==> config.mk <==
export PLATFORM = sky130hd
export DESIGN_NAME = pr_timer
export DESIGN_NICKNAME = d
export VERILOG_FILES = /design/src/rtl/pr_timer.sv
export SDC_FILE = /design/constraint.sdc
export NUM_CORES = 1
export LEC_CHECK = 0
export ABC_AREA = 1
export CAP_MARGIN = 20
export CORE_MARGIN = 5
export CORE_UTILIZATION = 40
export CTS_CLUSTER_SIZE = 8
export DETAILED_ROUTE_END_ITERATION = 8
export PLACE_DENSITY = 0.68
export SLEW_MARGIN = 20
export SYNTH_ARGS = -nofsm -noshare
export SYNTH_HDL_FRONTEND = slang
export SYNTH_SLANG_ARGS = --single-unit
==> constraint.sdc <==
create_clock -name clk -period 4.6 [get_ports clk]
set_input_delay 0.92 -clock clk [delete_from_list [all_inputs] [get_ports clk]]
set_output_delay 0.92 -clock clk [all_outputs]
set_load 0.005 [all_outputs]
==> src/rtl/pr_timer.sv <==
// Memory-mapped countdown timer: CTRL/PRESET/COUNT registers, one-shot or
// auto-reload countdown, level interrupt gated by the IM bit.
module pr_timer #(
  parameter logic [31:0] BASE = 32'h0000_7F00
) (
  input  logic        clk,
  input  logic        reset,
  input  logic [31:0] addr,
  input  logic        we,
  input  logic [31:0] wdata,
  output logic [31:0] rdata,
  output logic        irq
);

  typedef enum logic [1:0] {
    IDLE = 2'd0,
    LOAD = 2'd1,
    CNT  = 2'd2,
    INT  = 2'd3
  } state_t;

  state_t      state_q, state_d;
  logic [3:0]  ctrl_q, ctrl_d;
  logic [31:0] preset_q, preset_d;
  logic [31:0] count_q, count_d;
  logic        pend_q, pend_d;

  logic sel;
  logic wr_ctrl;
  logic wr_preset;
  logic unused_addr_lsb;

  assign sel             = (addr[31:4] == BASE[31:4]);
  assign wr_ctrl         = sel & we & (addr[3:2] == 2'd0);
  assign wr_preset       = sel & we & (addr[3:2] == 2'd1);
  assign unused_addr_lsb = ^addr[1:0];

  always_comb begin
    rdata = '0;
    if (sel) begin
      case (addr[3:2])
        2'd0:    rdata = {28'd0, ctrl_q};
        2'd1:    rdata = preset_q;
        2'd2:    rdata = count_q;
        default: rdata = '0;
      endcase
    end
  end

  // Ordering encodes the race rules: bus clear of pending is overridden by the
  // CNT->INT set, and a bus CTRL write overrides the INT-state EN clear.
  always_comb begin
    state_d  = state_q;
    ctrl_d   = ctrl_q;
    preset_d = preset_q;
    count_d  = count_q;
    pend_d   = pend_q;

    if (wr_ctrl || wr_preset) pend_d = 1'b0;

    case (state_q)
      IDLE: begin
        if (ctrl_q[0]) state_d = LOAD;
      end
      LOAD: begin
        count_d = preset_q;
        state_d = CNT;
      end
      CNT: begin
        if (!ctrl_q[0]) begin
          state_d = IDLE;
        end else if (count_q > 32'd1) begin
          count_d = count_q - 32'd1;
        end else begin
          count_d = '0;
          pend_d  = 1'b1;
          state_d = INT;
        end
      end
      INT: begin
        if (ctrl_q[2:1] == 2'd1) begin
          pend_d  = 1'b0;
          state_d = LOAD;
        end else begin
          ctrl_d[0] = 1'b0;
          state_d   = IDLE;
        end
      end
      default: state_d = IDLE;
    endcase

    if (wr_ctrl)   ctrl_d   = wdata[3:0];
    if (wr_preset) preset_d = wdata;
  end

  always_ff @(posedge clk) begin
    if (reset) begin
      state_q  <= IDLE;
      ctrl_q   <= '0;
      preset_q <= '0;
      count_q  <= '0;
      pend_q   <= 1'b0;
    end else begin
      state_q  <= state_d;
      ctrl_q   <= ctrl_d;
      preset_q <= preset_d;
      count_q  <= count_d;
      pend_q   <= pend_d;
    end
  end

  assign irq = ctrl_q[3] & pend_q;

endmodule

==> reports/results.txt <==
PortBufs -> 97
most frequent cells in the layout -> nand2_1 (148), clkdlybuf4s50_1 (97), a21oi_1 (89)
first-pass GRT wire length -> 22,800 um
Root Buffer -> clkbuf_16
via count -> 4,938
sequential share of power -> 45.4%
Layout Nets -> 848
worst vdd ir -> 0.185 mV
Slowest-stage cell, CP -> clkdlybuf4s50_1
number of global-route vias before repair -> 4,923
Placer Congestion -> 0.917
Yosys warnings -> 0
Final Power -> 1.36 mW
post-synthesis net count -> 775
clock share of power -> 47.3%
DIE HEIGHT -> 117 um
Setup Skew -> 0.00555 ns
post_cts resized -> 0
worst path cell trace -> clkdlybuf4s50_1 > nor2_1 > nand2_1 > nor2_1 > nand2_1 > nor2_2 > clkinvlp_4 > a21oi_1 > clkdlybuf4s50_1
diodes inserted -> 0
setup violators final -> 0
final hold slack -> 0.465 ns
CP Max Fanout -> 32
Max-Cap Viols -> 0
Sink Count -> 71
TritonCTS Buffers -> 9
min cycle time layout -> 4.31 ns
footprint of the multi-input gates -> 2810 um2
Longest Clk Path Bufs -> 2
Synth Instances -> 706
Starting DRT DRC Count -> 302
Worst Setup Start Kind -> primary input
core area -> 11,300 um2
placed insts -> 911
Final Hold Viols -> 0
Max Transition Viols Final -> 0
top cell type's share of synthesized area -> 31.0%
Hold Path Class -> reg -> reg
hold bufs inserted after CTS -> 0
layout filler cell count -> 1,148
critical path's largest stage delay -> 0.57 ns
PwrDens -> 230 nW/um2
most common library cell in the layout ignoring fill and taps -> nand2_1
setup TNS -> 0 ns
Switching Fraction -> 21.9%
initial antenna violation count -> 0
Cell Area, Synth -> 4590 um2
largest net degree at the start of global routing -> 42
Syn Area/Cell -> 6.50 um2
row cnt -> 39
Die X -> 117 um
Post-DP HPWL -> 9550 um
worst skew pair latency -> 0.34 ns
fin crit share -> 93.6%
CP required -> 3.68 ns
Arr. time, crit path -> 3.39 ns
Max Freq -> 232 MHz
fin worst setup slack -> 0.294 ns
area grow syn2layout -> 28.2%
Clock Pin Slew Worst Setup and Hold Paths -> 0.05 ns
switching pwr -> 297 uW
Buf+Inv Stages, Crit Path -> 3
status -> finished, final reports clean
drc violations -> 0
GRT Residual Overflow -> 0
non-filler cells, final -> 925
Initial Util -> 40.6%
CTS tree -> done
wire length per cell -> 14.7 um
P_int -> 1.06 mW
Crit path max-delay family -> buffers and inverters
ranking of synthesized cells by area -> dfxtp_1 (31%), nand2_1 (12%), a21oi_1 (9.7%)
sequential-to-total area share from yosys stat -> 31.0%
FF+latch area -> 1420 um2
pre-CTS setup slack -> 0.420 ns
Final ANT Viol Nets -> 0
GR Util All Layers -> 20.6%
unrepaired setup endpoints after global routing -> no
Worst Tran Pin Value -> 1.04 ns
DR vias/cell -> 5.34
Post-CTS Setup Inserts -> 0
#FFs+latches synth -> 71
share of cells above drive strength 1 -> 9.85%
Leak Pwr -> 2.20 nW
slew margin rel. -> 30.1%
First-pass DRT Iterations -> 5
Distinct cells, synth -> 35
Crit Path Category -> in -> out
final wirelength -> 13,600 um
H-tree levels -> 3
Crit. End Element -> primary output
largest area contributor in the netlist -> dfxtp_1
combinational share of power -> 7.3%
I/O pin cnt -> 100
DIE AREA -> 13,700 um2
[layer usage]
metal | GRT usage, % | share of wire (%) | up-vias
met5 | 0 | 0 | -
met4 | 7.26 | 1.9 | 0
met3 | 4.68 | 6.6 | 19
met2 | 33.6 | 46 | 160
met1 | 26.8 | 46 | 2239
li1 | - | - | 2520
[cells in the mapped netlist]
cell      count
nand3_2      21
inv_1        43
inv_2         1
nor3_1        3
dfxtp_1      71
nor2_4        8
a21oi_2       4
and2_1        2
nand2_2       8
buf_1         3
o21ai_1       3
nor2_1       84
nor2_2        4
clkbuf_2      1
xor2_1        5
o21bai_1      5
buf_6         3
o21ba_2       1
a21oi_1      89
xnor2_1       4
nor2_8        2
nand2_1     148
ha_1          2
or2_2         2
o211a_1       1
nand4_1      33
nand2_4       2
o211ai_1      1
a31o_2        1
nand3_1      41
buf_2         9
o22ai_1       4
nor4_1        1
o21ai_0      68
clkbuf_1     28
[stage by stage]
step                util (%)  area, um2
floorplan                  -       4590
global placement        49.6       5620
detailed placement      49.6       5620
CTS                     52.0       5880
global route            52.0       5890
finish                  52.0       5890
[cells by family (layout without fill, tap and decap cells)]
family / Yosys count / after routing / synth area share, %
flops: 71 / 71 / 31.0
fa+ha+maj: 2 / 2 / 0.545
compound gates: 177 / 177 / 20.4
xor+xnor: 9 / 9 / 1.72
simple gates: 359 / 359 / 38.5
buf+inv: 88 / 164 / 7.96
[flip-flops by register name, summed over array words and instances (netlist names)]
name      flops
count_q      32
preset_q     32
ctrl_q        4
state_q       2
pend_q        1
[power by group through the flow]
stage	registers, mW	clock network (mW)	logic [mW]
6_report	0.615	0.641	0.0993
2_1_floorplan	0.628	0	0.0302
3_5_place_dp	0.628	0	0.0995
5_1_grt	0.615	0.677	0.106
3_3_place_gp	0.628	0	0.0985
4_1_cts	0.615	0.649	0.0998
[cell type report]
class	instances	area share, %
well taps	143	3.04
multi-input cells	547	47.8
clock buffers	13	4.42
repair buffers	106	17.6
clock inverters	1	0.0850
flip-flops and latches	71	24.1
inverters	44	2.87
[final timing paths]
kind	start	endpoint	slack, ns	depth (start not counted)
max reg2reg	state_q[1]$_SDFFE_PP0P_	count_q[1]$_SDFFE_PP0P_	2.19	5
min	pend_q$_SDFF_PP0_	pend_q$_SDFF_PP0_	0.46	2
min reg2reg	pend_q$_SDFF_PP0_	pend_q$_SDFF_PP0_	0.46	2
max	addr[27]	rdata[21]	0.29	9
[tightest hold or removal path, delay by kind of cell, from the launching register on]
family | cells | cell delay [ns]
AO/OA/AOI/OAI | 1 | 0.05
flip-flops | 1 | 0.31
AND/OR/NAND/NOR | 1 | 0.06
(Power assumes the default switching activity.)
==> RTL change (config.mk and constraints unchanged) <==
Re-encode `state_t` (4 states) as Gray code, 2 bits wide.
--- a/src/rtl/pr_timer.sv
+++ b/src/rtl/pr_timer.sv
@@ -13,10 +13,10 @@
 );
 
   typedef enum logic [1:0] {
-    IDLE = 2'd0,
-    LOAD = 2'd1,
-    CNT  = 2'd2,
-    INT  = 2'd3
+    IDLE = 2'b00,
+    LOAD = 2'b01,
+    CNT  = 2'b11,
+    INT  = 2'b10
   } state_t;
 
   state_t      state_q, state_d;
Function: same outputs for any inputs over 4 cycles, from zero or initial values and one cycle with reset high; so few cycles prove little.
==> RTL change against the unedited design <==
- register-to-register slack improved by 0.48 ns
- largest power group unchanged
- sequential cell count unchanged
- wire length decreased by 3.1%
- critical endpoint is now rdata[13]
- power increased by 6.1%
- non-clock buffer count unchanged
- cell area increased by 3.1%
- setup slack improved by 0.39 ns
- synthesized area increased by 1.9%
- global-route usage decreased by 1.8 points
- clock skew about the same
- clock power increased by 13%
- largest cell class unchanged
==> RTL change: results (changes against the unedited design) <==
[layout]
antenna_cells=0  ; unchanged
fin_cells=1027  ; +11%
fin_nets=948  ; +12%
drive_gt1_share_pct=4.86  ; -5.0 points

[power]
max-vdd-ir-drop_mv=0.180  ; -2.9%
p_leak_nw=2.59  ; +18%

[setup_path]
r2r_slack_ns=2.67  ; +0.48 ns
cp.arrival_ns=3.00  ; -0.39 ns
max_stage_delay_ns=0.52  ; -0.05 ns
crit_fanout=17  ; -47%
cpMaxStageDelayCell=clkdlybuf4s50_1
startpoint=addr[23]

[routing]
drtPass1Iterations=5  ; unchanged
met1_length_um=6390  ; +3.1%
routed_wl_um=13200  ; -3.1%
viasPerCell=4.85  ; -9.1%
drt_iter0_drc=331  ; +9.6%
dr_wl_met2_um=5750  ; -7.7%
dr_wl_met3_um=900  ; +1.0%

[global_route]
gr-usage-met1_pct=25.9  ; -0.80 points
grt_util_met3_pct=4.63  ; -0.046 points
grt_max_degree=70  ; +67%
grt_pass1_vias=4756  ; -3.4%
met2_usage_pct=30.2  ; -3.4 points
grt_pass1_wl_um=22600  ; -0.91%
gr-usage-all-layers_pct=18.8  ; -1.8 points

[logic_synthesis]
ys_seq_area_share_pct=30.4  ; -0.59 points
synth_commonest_cells=nand2_1 (151), nor2_1 (143), inv_1 (111)
synth_cell_types=33  ; -5.7%
syn_nets=867  ; +12%
async_reset_ff_share_pct=0  ; unchanged
avgSynthCellArea_um2=5.87  ; -9.8%
synth.area.top_cells=dfxtp_1 (30%), nand2_1 (12%), nor2_1 (11%)
synth_warnings=0  ; unchanged

[place]
place_area_um2=5760  ; +2.6%
gp_congestion=0.920  ; +0.35%
io_buffers=97  ; unchanged
hpwl_um=9490  ; -0.61%

[timing]
tightestPinTransition_ns=0.788  ; -0.253 ns
skew_ns=0.00524  ; -0.000309 ns

[worst_hold_path]
hp-class=flop to flop

[outcome]
outcome=finished clean

[clock_tree]
cts-root-buf=clkbuf_16
cts_made_buffers=9  ; unchanged
htreeDepth=3  ; unchanged
cts_setup_buffers=0  ; unchanged
cts_resized=0  ; unchanged
insertion_delay_ns=0.33
cts_max_path_buffers=2  ; unchanged

==> RTL change: cell types whose count changed in the layout (fill, tap and decap cells not counted), moves of 6 or more <==
cell	delta
nand4_1	-27
nand2_2	-6
nor2_4	-7
inv_1	+70
nand3_2	-19
nand3_1	+25
nor2_1	+59
==> RTL change: worst register-to-register path, cell delays in order (launching register included) <==
cell	delay, ns
dfxtp_1	0.36
inv_1	0.60
o21ai_2	0.11
inv_1	0.08
buf_4	0.29
o21ai_0	0.18
o21a_1	0.20
==> RTL change: layout make-up <==
type,count,area (um2)
Clock inverter,4,70.1
Clock buffer,12,236
Tap cell,143,179
Sequential cell,71,1420
Fill cell,1183,5400
Inverter,113,424
Multi-Input combinational cell,578,2690
Timing Repair Buffer,106,1050
==> RTL change: path summary, 6_finish.rpt <==
kind,to,cells past startpoint
setup / recovery,rdata[13],10
hold / removal,pend_q,2
setup reg to reg,count_q[1],6
hold reg to reg,pend_q,2
==> RTL change: through the flow <==
stage	setup slack, ns	hold WS (ns)	utilization (%)
2_1_floorplan	1.90	0.435	-
3_3_place_gp	0.640	0.456	50.2
3_5_place_dp	0.639	0.458	50.2
4_1_cts	0.633	0.467	52.9
5_1_grt	0.411	0.484	52.9
6_report	0.680	0.470	52.9
==> RTL change: cell families after synthesis <==
| kind of cell | count (synthesis) | synth area share (%) |
|---|---|---|
| AO/OA/AOI/OAI | 181 | 20.0 |
| XOR/XNOR | 8 | 1.50 |
| adder cells (fa/ha/maj) | 2 | 0.535 |
| buffers and inverters | 149 | 12.4 |
| flip-flops | 71 | 30.4 |
| AND/OR/NAND/NOR | 387 | 35.2 |
==> RTL change: power by group <==
group | total (mW) | internal (mW) | switching [mW]
clock | 0.724 | 0.473 | 0.251
sequential | 0.615 | 0.615 | 0.000000000953
combinational | 0.0982 | 0.0580 | 0.0402
